[src/rtl/rv32imf_obi_pkg.sv]
// Shared types and helpers for the rv32imf OBI instruction responder.
// Covers the response bundle, the per-stage pipeline tag and the address range check.
package rv32imf_obi_pkg;

  localparam int OBI_DATA_W = 32;

  typedef struct packed {
    logic                  rvalid;
    logic                  err;
    logic [OBI_DATA_W-1:0] rdata;
  } obi_resp_t;

  typedef struct packed {
    logic valid;
    logic err;
  } obi_stage_t;

  // A byte offset below the base wraps to a huge value and therefore fails the check.
  function automatic logic addr_in_range(input logic [31:0] off, input int unsigned words);
    return {2'b00, off[31:2]} < words;
  endfunction

endpackage

[src/rtl/rv32imf_obi_stall_lfsr.sv]
// Pseudo-random grant throttle, only built when RV32IMF_OBI_STALL_EN is defined.
// A 16-bit Fibonacci LFSR (x^16+x^14+x^13+x^11+1) stalls when its two LSBs are zero.
module rv32imf_obi_stall_lfsr
  import rv32imf_obi_pkg::*;
(
  input  logic clk,
  input  logic rst_n,
  output logic stall
);

  logic [15:0] lfsr;
  logic        feedback;

  assign feedback = lfsr[15] ^ lfsr[13] ^ lfsr[12] ^ lfsr[10];

  always_ff @(posedge clk or negedge rst_n) begin
    if (!rst_n) begin
      lfsr <= 16'hACE1;
    end else begin
      lfsr <= {lfsr[14:0], feedback};
    end
  end

  assign stall = (lfsr[1:0] == 2'b00);

endmodule

[src/rtl/rv32imf_obi_instr_responder.sv]
// OBI instruction-fetch responder backed by a 1-cycle synchronous SRAM, fixed-latency in-order responses.
// Define RV32IMF_OBI_STALL_EN to throttle grants with an LFSR for initiator stress testing.
module rv32imf_obi_instr_responder
  import rv32imf_obi_pkg::*;
#(
  parameter int unsigned LATENCY         = 1,
  parameter int unsigned MAX_OUTSTANDING = 2,
  parameter int unsigned MEM_WORDS       = 16384,
  parameter logic [31:0] BASE_ADDR       = 32'h0000_0000
) (
  input  logic                         clk,
  input  logic                         rst_n,
  input  logic                         obi_req_i,
  output logic                         obi_gnt_o,
  input  logic [31:0]                  obi_addr_i,
  output logic                         obi_rvalid_o,
  output logic [OBI_DATA_W-1:0]        obi_rdata_o,
  output logic                         obi_err_o,
  output logic                         mem_req_o,
  output logic [$clog2(MEM_WORDS)-1:0] mem_addr_o,
  input  logic [OBI_DATA_W-1:0]        mem_rdata_i
);

  localparam int          AW      = $clog2(MEM_WORDS);
  localparam int          CW      = $clog2(MAX_OUTSTANDING + 1);
  localparam logic [CW-1:0] MAX_CNT = CW'(MAX_OUTSTANDING);

  logic [31:0]           off;
  logic                  in_range;
  logic                  stall;
  logic                  resp_fire;
  logic                  gnt;
  logic [CW-1:0]         cnt;
  obi_stage_t            stage_q [LATENCY];
  logic [OBI_DATA_W-1:0] rdata_raw;
  obi_resp_t             resp;

  assign off      = obi_addr_i - BASE_ADDR;
  assign in_range = addr_in_range(off, MEM_WORDS);

`ifdef RV32IMF_OBI_STALL_EN
  rv32imf_obi_stall_lfsr u_stall_lfsr (
    .clk   (clk),
    .rst_n (rst_n),
    .stall (stall)
  );
`else
  assign stall = 1'b0;
`endif

  assign resp_fire = stage_q[LATENCY-1].valid;

  // A response leaving this cycle frees a slot, so a full responder can still grant.
  assign gnt = rst_n && obi_req_i && !stall && ((cnt < MAX_CNT) || resp_fire);

  assign obi_gnt_o  = gnt;
  assign mem_req_o  = gnt && in_range;
  assign mem_addr_o = mem_req_o ? off[AW+1:2] : '0;

  always_ff @(posedge clk or negedge rst_n) begin
    if (!rst_n) begin
      for (int i = 0; i < LATENCY; i++) begin
        stage_q[i] <= '0;
      end
    end else begin
      stage_q[0] <= '{valid: gnt, err: !in_range};
      for (int i = 1; i < LATENCY; i++) begin
        stage_q[i] <= stage_q[i-1];
      end
    end
  end

  always_ff @(posedge clk or negedge rst_n) begin
    if (!rst_n) begin
      cnt <= '0;
    end else begin
      case ({gnt, resp_fire})
        2'b10:   cnt <= cnt + CW'(1);
        2'b01:   cnt <= cnt - CW'(1);
        default: cnt <= cnt;
      endcase
    end
  end

  // SRAM data is valid one cycle after the read, i.e. alongside stage 0; deeper stages just carry it.
  if (LATENCY == 1) begin : g_lat1
    assign rdata_raw = mem_rdata_i;
  end else begin : g_latn
    logic [OBI_DATA_W-1:0] data_q [1:LATENCY-1];

    always_ff @(posedge clk or negedge rst_n) begin
      if (!rst_n) begin
        for (int i = 1; i < LATENCY; i++) begin
          data_q[i] <= '0;
        end
      end else begin
        data_q[1] <= mem_rdata_i;
        for (int i = 2; i < LATENCY; i++) begin
          data_q[i] <= data_q[i-1];
        end
      end
    end

    assign rdata_raw = data_q[LATENCY-1];
  end

  always_comb begin
    resp        = '0;
    resp.rvalid = stage_q[LATENCY-1].valid;
    resp.err    = resp.rvalid && stage_q[LATENCY-1].err;
    resp.rdata  = (resp.rvalid && !resp.err) ? rdata_raw : '0;
  end

  assign obi_rvalid_o = resp.rvalid;
  assign obi_err_o    = resp.err;
  assign obi_rdata_o  = resp.rdata;

endmodule

[config.mk]
export PLATFORM = sky130hd
export DESIGN_NAME = rv32imf_obi_instr_responder
export DESIGN_NICKNAME = d
export VERILOG_FILES = /design/src/rtl/rv32imf_obi_pkg.sv /design/src/rtl/rv32imf_obi_stall_lfsr.sv /design/src/rtl/rv32imf_obi_instr_responder.sv
export SDC_FILE = /design/constraint.sdc
export NUM_CORES = 1
export LEC_CHECK = 0
export BUFFER_PORTS_ARGS = -buffer_cell sky130_fd_sc_hd__buf_2
export CAP_MARGIN = 5
export CORE_MARGIN = 1.5
export CORE_UTILIZATION = 27
export CTS_BUF_LIST = sky130_fd_sc_hd__clkbuf_4 sky130_fd_sc_hd__clkbuf_8 sky130_fd_sc_hd__clkbuf_16
export DETAILED_ROUTE_END_ITERATION = 8
export GPL_ROUTABILITY_DRIVEN = 0
export MAX_ROUTING_LAYER = met4
export PLACE_DENSITY = 0.84
export SYNTH_ARGS = -nofsm -noshare
export SYNTH_HDL_FRONTEND = slang
export SYNTH_SLANG_ARGS = --single-unit
export TNS_END_PERCENT = 5
[constraint.sdc]
create_clock -name clk -period 1.5 [get_ports clk]
set_input_delay 0 -clock clk [delete_from_list [all_inputs] [get_ports clk]]
set_output_delay 0 -clock clk [all_outputs]
set_load 0.005 [all_outputs]
Yosys cells after proc, flatten, opt, wreduce, memory -nomap -nowiden. Cells that the tools add are included.

Flip-flop bits (word level): 4. Latch bits: 0. Memory bits (writable): 0. Memory bits (read-only): 0. Word-level logic and storage cells: 21. Memories: 0.

Add/subtract/negate cells: 2. Multipliers: 0. Div/mod/pow operators: 0. $lt $le $gt $ge: 2. Equal/unequal tests: 2. Shifts and indexed selects: 0. Mux-type cells: 3. Bitwise gates (word level): 0. Reductions and logical operators: 9.

Operators with widths (number): 32-bit 2-to-1 mux (1); 30-bit by 15-bit < comparator with 1-bit output (second input constant) (1); 14-bit 2-to-1 mux (1); 1-bit logical AND (5); 2-bit case mux with 2 select lines (1); 2-bit by 1-bit adder with 2-bit output (second input constant) (1); 2-bit by 1-bit == test with 1-bit output (second input constant) (1); 2-bit == test (second input constant) (1); 1-bit logical NOT (2); 2-bit < comparator (second input constant) (1); 2-bit nonzero test (1); 2-bit by 1-bit subtractor with 2-bit output (second input constant) (1); 1-bit logical OR (1).

Longest topological paths before layout.
Word-level depth: 5. Depth in mapped cells: 6. Gate-level depth less buffers: 6.

Least setup slack after synthesis. Ideal clock, no wire load.

Path kind: reg-to-reg. From: reg stage_q, in the netlist obi_rvalid_o. To: reg cnt[1]. Setup time: 80 ps. Arrival: 1210 ps. Data required time: 1420 ps. Setup slack: 210 ps. Stages on the path, launching flop included: 5. Period minus slack after synthesis: 1290 ps. Cell sequence: dfrtp_1 o211ai_1 ha_1 nor2_1 xnor2_1.

Word-level cells in the longest chain between the ends: 4.

RTL lines: from (decl) (RTL line rv32imf_obi_instr_responder.sv:34) `obi_stage_t stage_q [LATENCY];`; from (signal, indexed assignment) (RTL line rv32imf_obi_instr_responder.sv:68) `stage_q[i] <= stage_q[i-1];`; 1-bit logical OR (RTL line rv32imf_obi_instr_responder.sv:54) `assign gnt = rst_n && obi_req_i && !stall && ((cnt < MAX_CNT) || resp_fire);`; 1-bit logical AND (RTL line rv32imf_obi_instr_responder.sv:54); 2-bit by 1-bit == test with 1-bit output or 2-bit == test (tied branches) (RTL line rv32imf_obi_instr_responder.sv:77) `case ({gnt, resp_fire})`; 2-bit case mux with 2 select lines or 2-bit nonzero test (tied branches); to (signal assigned) (RTL line rv32imf_obi_instr_responder.sv:78) `2'b10: cnt <= cnt + CW'(1);`; to (signal assigned) (RTL line rv32imf_obi_instr_responder.sv:79) `2'b01: cnt <= cnt - CW'(1);`; to (signal assigned) (RTL line rv32imf_obi_instr_responder.sv:80) `default: cnt <= cnt;`; to (decl) (RTL line rv32imf_obi_instr_responder.sv:33) `logic [CW-1:0] cnt;`.

Parallel ways exist; a longest one is shown, timed or not. A chain may end at the register's enable or synchronous reset.

Worst setup path after layout.
From: reg stage_q, in the netlist obi_rvalid_o. To: out mem_addr_o[8].

Word-level cells in the longest chain between the ends: 4.

RTL lines: 1-bit logical OR (RTL line rv32imf_obi_instr_responder.sv:54); 1-bit logical AND (RTL line rv32imf_obi_instr_responder.sv:54); 1-bit logical AND (RTL line rv32imf_obi_instr_responder.sv:57) `assign mem_req_o = gnt && in_range;`; 14-bit 2-to-1 mux (RTL line rv32imf_obi_instr_responder.sv:58) `assign mem_addr_o = mem_req_o ? off[AW+1:2] : '0;`; to (decl) (RTL line rv32imf_obi_instr_responder.sv:20) `output logic [$clog2(MEM_WORDS)-1:0] mem_addr_o,`.

Every way passes these cells.

==> report_table.html <==
<table>
<tr><th>Metric</th><th>Value</th></tr>
<tr><th colspan="2">Cells and area</th></tr>
<tr><td>Area growth syn-to-layout</td><td>96.9%</td></tr>
<tr><td>Nets</td><td>around 280</td></tr>
<tr><td>Number of fillers in the final layout</td><td>220</td></tr>
<tr><td>Post-route cell area</td><td>around 1300 um2</td></tr>
<tr><td>Fraction of layout cells with a size suffix above 1</td><td>0.670</td></tr>
<tr><td>Final core utilization</td><td>0.580</td></tr>
<tr><td>N_diodes</td><td>0</td></tr>
<tr><th colspan="2">Worst setup path</th></tr>
<tr><td>Maximum fanout encountered on the critical timing path</td><td>14</td></tr>
<tr><td>Worst endpoint data arrival time</td><td>between 1 and 1.5 ns</td></tr>
<tr><td>Sort of element at the end of the critical path</td><td>primary output</td></tr>
<tr><td>Critical Path Start Type</td><td>flop</td></tr>
<tr><td>Req. time, crit path</td><td>roughly 1.5 ns</td></tr>
<tr><td>Worst Path Class, Setup</td><td>flop to primary output</td></tr>
<tr><td>Startpoint of the most critical setup path</td><td>obi_rvalid_o</td></tr>
<tr><td>Startpoint of the most critical register-to-register path</td><td>cnt[1]</td></tr>
<tr><th colspan="2">Global routing</th></tr>
<tr><td>Antenna violations before repair</td><td>0</td></tr>
<tr><td>First-pass GRT wire length</td><td>3.31 mm</td></tr>
<tr><td>Largest net degree at the start of global routing</td><td>30</td></tr>
<tr><td>Combined global-route utilization of all metal layers</td><td>0.163</td></tr>
<tr><td>Via count of the first global-routing pass</td><td>roughly 870</td></tr>
<tr><td>Residual overflow from global routing</td><td>0</td></tr>
<tr><th colspan="2">Route</th></tr>
<tr><td>Number of DRC violations after detailed routing</td><td>0</td></tr>
<tr><td>Post-detailed-route via-to-cell ratio</td><td>4.41</td></tr>
<tr><td>Number of violations reported at the end of detailed-routing iteration 0</td><td>2</td></tr>
<tr><td>Length of the first detailed-routing pass in iterations</td><td>4</td></tr>
<tr><td>DR vias</td><td>around 1000</td></tr>
<tr><td>Count of antenna-violating nets left after detailed routing</td><td>0</td></tr>
<tr><td>Wire length per cell</td><td>between 10 and 15 um</td></tr>
<tr><td>DRT Wirelength</td><td>between 2 and 2.5 mm</td></tr>
<tr><th colspan="2">Logic synthesis</th></tr>
<tr><td>Register bit count reported by yosys</td><td>4</td></tr>
<tr><td>Leading cell types by total area after synthesis</td><td>sky130_fd_sc_hd__and2_1 (30%), sky130_fd_sc_hd__dfrtp_1 (15%), sky130_fd_sc_hd__nor3_2 (15%)</td></tr>
<tr><td>Count of flip-flops with a built-in enable after synthesis</td><td>0</td></tr>
<tr><td>Synth Flop Type</td><td>sky130_fd_sc_hd__dfrtp_1</td></tr>
<tr><td>Proportion of synthesized area in mux cells</td><td>0</td></tr>
<tr><td>Yosys warns</td><td>0</td></tr>
<tr><td>Mapped cell area</td><td>677 um2</td></tr>
<tr><td>Yosys top cell by area</td><td>sky130_fd_sc_hd__and2_1</td></tr>
<tr><td>Synth top cells by count</td><td>sky130_fd_sc_hd__and2_1 (33), sky130_fd_sc_hd__nand2_1 (15), sky130_fd_sc_hd__nor3_2 (10)</td></tr>
<tr><td>Share of synthesized area occupied by flip-flops and latches</td><td>0.148</td></tr>
<tr><td>Area fraction of the dominant cell type after synthesis</td><td>0.305</td></tr>
<tr><td>Dominant combinational cell family by area after synthesis</td><td>simple AND/OR/NAND/NOR gates</td></tr>
<tr><td>Post-synthesis share of cell area spent on full adders, half adders and majority gates</td><td>0.0185</td></tr>
<tr><td>Net Count, Synth</td><td>about 160</td></tr>
<tr><td>Post-synthesis share of cell area spent on and, or, nand and nor gates</td><td>0.677</td></tr>
<tr><td>Synthesized-area fraction occupied by ao, oa, aoi and oai cells</td><td>0.0499</td></tr>
<tr><td>Most frequent cell after synthesis</td><td>sky130_fd_sc_hd__and2_1</td></tr>
<tr><td>Proportion of register bits with asynchronous set or reset after synthesis</td><td>1.00</td></tr>
<tr><td>Average cell area after synthesis</td><td>just under 8 um2</td></tr>
<tr><td>XOR/XNOR Fraction of Synth Area</td><td>0.0388</td></tr>
<tr><td>Mapped Cells</td><td>88</td></tr>
<tr><td>Number of distinct library cells after synthesis</td><td>19</td></tr>
<tr><th colspan="2">Die</th></tr>
<tr><td>Core ar.</td><td>roughly 2300 um2</td></tr>
<tr><td>Die Ht</td><td>around 53 um</td></tr>
<tr><td>Cell Rows</td><td>17</td></tr>
<tr><td>I/O pin count</td><td>~120</td></tr>
<tr><td>DIE AREA</td><td>around 2800 um2</td></tr>
<tr><td>Horizontal die dimension</td><td>~53 um</td></tr>
<tr><td>Initial core utilization</td><td>0.295</td></tr>
<tr><th colspan="2">Clock tree</th></tr>
<tr><td>Number of levels in the clock H-tree</td><td>1</td></tr>
<tr><td>Clock Root Buffer</td><td>sky130_fd_sc_hd__clkbuf_4</td></tr>
<tr><td>CTS Sinks</td><td>4</td></tr>
<tr><td>Clock-pin transition on the worst setup and hold timing paths</td><td>around 0.040 ns</td></tr>
<tr><td>Insertion delay to the later sink of the worst-skew pair</td><td>0.23 ns</td></tr>
<tr><td>Postcts setup bufs</td><td>0</td></tr>
<tr><td>TritonCTS clock tree</td><td>built</td></tr>
<tr><td>Maximum count of clock buffers along a single path</td><td>2</td></tr>
<tr><td>Number of buffers created by CTS</td><td>3</td></tr>
<tr><th colspan="2">Placed design</th></tr>
<tr><td>Half-perimeter wire length after detailed placement</td><td>between 2 and 2.5 mm</td></tr>
<tr><td>IO Port Bufs</td><td>114</td></tr>
<tr><td>DP Area</td><td>roughly 1300 um2</td></tr>
<tr><th colspan="2">Min path</th></tr>
<tr><td>Startpoint of the tightest hold check path</td><td>obi_addr_i[17]</td></tr>
<tr><td>Class of the most critical hold timing path</td><td>input pin to flop</td></tr>
<tr><th colspan="2">Timing</th></tr>
<tr><td>Sum of negative setup slack</td><td>0 ns</td></tr>
<tr><td>Slew Viols, Final</td><td>0</td></tr>
<tr><td>Post-route minimum period</td><td>1.40 ns</td></tr>
<tr><td>Final hold violation count</td><td>0</td></tr>
<tr><td>Final period utilization</td><td>0.933</td></tr>
<tr><td>Peak Freq</td><td>just over 0.7 GHz</td></tr>
<tr><td>Slew Limit Headroom</td><td>0.758</td></tr>
<tr><td>Unrepaired setup endpoints after global routing</td><td>no</td></tr>
<tr><td>Slew at the pin closest to its max-slew limit</td><td>0.359 ns</td></tr>
<tr><td>Fin Clk Skew</td><td>0.000461 ns</td></tr>
<tr><td>Setup Viol. Count Final</td><td>0</td></tr>
<tr><th colspan="2">Pwr</th></tr>
<tr><td>Relative contribution of combinational cells to total power</td><td>0.299</td></tr>
<tr><td>Leak pwr</td><td>0.000768 uW</td></tr>
<tr><td>Power density of the placed cells</td><td>255 nW/um2</td></tr>
<tr><td>Cell-internal power</td><td>264 uW</td></tr>
<tr><td>Switching power</td><td>76.6 uW</td></tr>
<tr><td>Fraction of power consumed by the clock network</td><td>0.381</td></tr>
<tr><td>Maximum resistive drop on vdd</td><td>roughly 0.00027 V</td></tr>
<tr><td>Sum of internal, switching and leakage power</td><td>about 340 uW</td></tr>
<tr><td>Proportion of power drawn by flip-flops and latches</td><td>0.319</td></tr>
<tr><td>Fraction of power spent switching nets</td><td>0.225</td></tr>
<tr><th colspan="2">Outcome</th></tr>
<tr><td>Run status</td><td>finished, final reports clean</td></tr>
<tr><th colspan="2">Flow run</th></tr>
<tr><td>Max cap viols</td><td>0</td></tr>
</table>
power by group through the flow:
stage          clock, uW  combinational [uW]  sequential [uW]
2_1_floorplan          0                12.3              110
3_3_place_gp           0                98.1              110
3_5_place_dp           0                 101              110
4_1_cts              135                 103              109
5_1_grt              146                 113              108
6_report             130                 102              109
cells in the final DEF, fill, tap and decap left out:
cell type and count:
sky130_fd_sc_hd__clkbuf_4 4, sky130_fd_sc_hd__dfrtp_1 4, sky130_fd_sc_hd__nor4_4 2, sky130_fd_sc_hd__nor2b_4 1
sky130_fd_sc_hd__xnor2_1 3, sky130_fd_sc_hd__inv_1 1, sky130_fd_sc_hd__buf_4 4, sky130_fd_sc_hd__nand4_1 1
sky130_fd_sc_hd__buf_6 1, sky130_fd_sc_hd__dlygate4sd3_1 1, sky130_fd_sc_hd__nor4_1 2, sky130_fd_sc_hd__nand2_1 15
sky130_fd_sc_hd__inv_2 1, sky130_fd_sc_hd__nor3_1 4, sky130_fd_sc_hd__o2111ai_4 1, sky130_fd_sc_hd__and2_1 33
sky130_fd_sc_hd__o211ai_1 1, sky130_fd_sc_hd__nor3_2 10, sky130_fd_sc_hd__buf_2 114, sky130_fd_sc_hd__ha_1 1
sky130_fd_sc_hd__nor2_1 2
per-stage QoR:
stage / setup WS, ns / hold WS [ns] / std cells
2_1_floorplan: 0.210 / -0.296 / 88
3_3_place_gp: 0.158 / -0.167 / 229
3_5_place_dp: 0.147 / -0.165 / 229
4_1_cts: 0.0130 / 0.0166 / 233
5_1_grt: 0.00874 / 0.0415 / 234
6_report: 0.100 / 0.0183 / 234
registers in the layout (all words and copies together), names as in the netlist:
signal / count
cnt: 2
obi_rvalid_o: 1
stage_q: 1
area by class of cell:
| cell class | count | area (um2) | area share |
|---|---|---|---|
| Clock buffer | 3 | 22.5 | 0.0169 |
| Inverter | 2 | 7.51 | 0.00563 |
| Multi-Input combinational cell | 76 | 538 | 0.404 |
| Sequential cell | 4 | 100 | 0.0751 |
| Tap cell | 28 | 35.0 | 0.0263 |
| Timing Repair Buffer | 121 | 629 | 0.472 |
repair_timing:
action | CTS | global route
endpoints found under the setup margin | 24 | 29
resized for setup | 1 | 3
hold endpoints to repair | 4 | 0
cloned | 0 | 1
hold buffers | 1 | 0
critical path: stages (launching register included):
cell and delay, ns:
sky130_fd_sc_hd__dfrtp_1 0.38, sky130_fd_sc_hd__buf_4 0.16, sky130_fd_sc_hd__o2111ai_4 0.17, sky130_fd_sc_hd__buf_4 0.26
sky130_fd_sc_hd__nor3_2 0.07, sky130_fd_sc_hd__buf_2 0.13
final timing paths:
path	end	slack, ns	depth (start not counted)
max	mem_addr_o[8]	0.10	5
min	stage_q[0]	0.02	3
max reg2reg	cnt[1]	0.13	5
min reg2reg	cnt[0]	0.50	1
max in group asynchronous	cnt[1]	1.22	2
min in group asynchronous	stage_q[0]	0.13	2
cell families (layout without fill, tap and decap cells):
logic type                 Yosys count  in the layout
and+or+nand+nor                     70             70
buffers and inverters                8            126
DFF                                  4              4
xor gates and xnor gates             3              3
AOI/OAI and AO/OA                    2              2
adders and majority gates            1              1
metal layers:
metal  up-vias  global-route usage  wire (um)
li1        522                   -          -
met1       433               0.140        787
met2        74               0.338       1330
met3         2              0.0367        354
met4         0              0.0513         10
met5         -                   -          0
No activity file was read; power rests on OpenSTA's default activity.
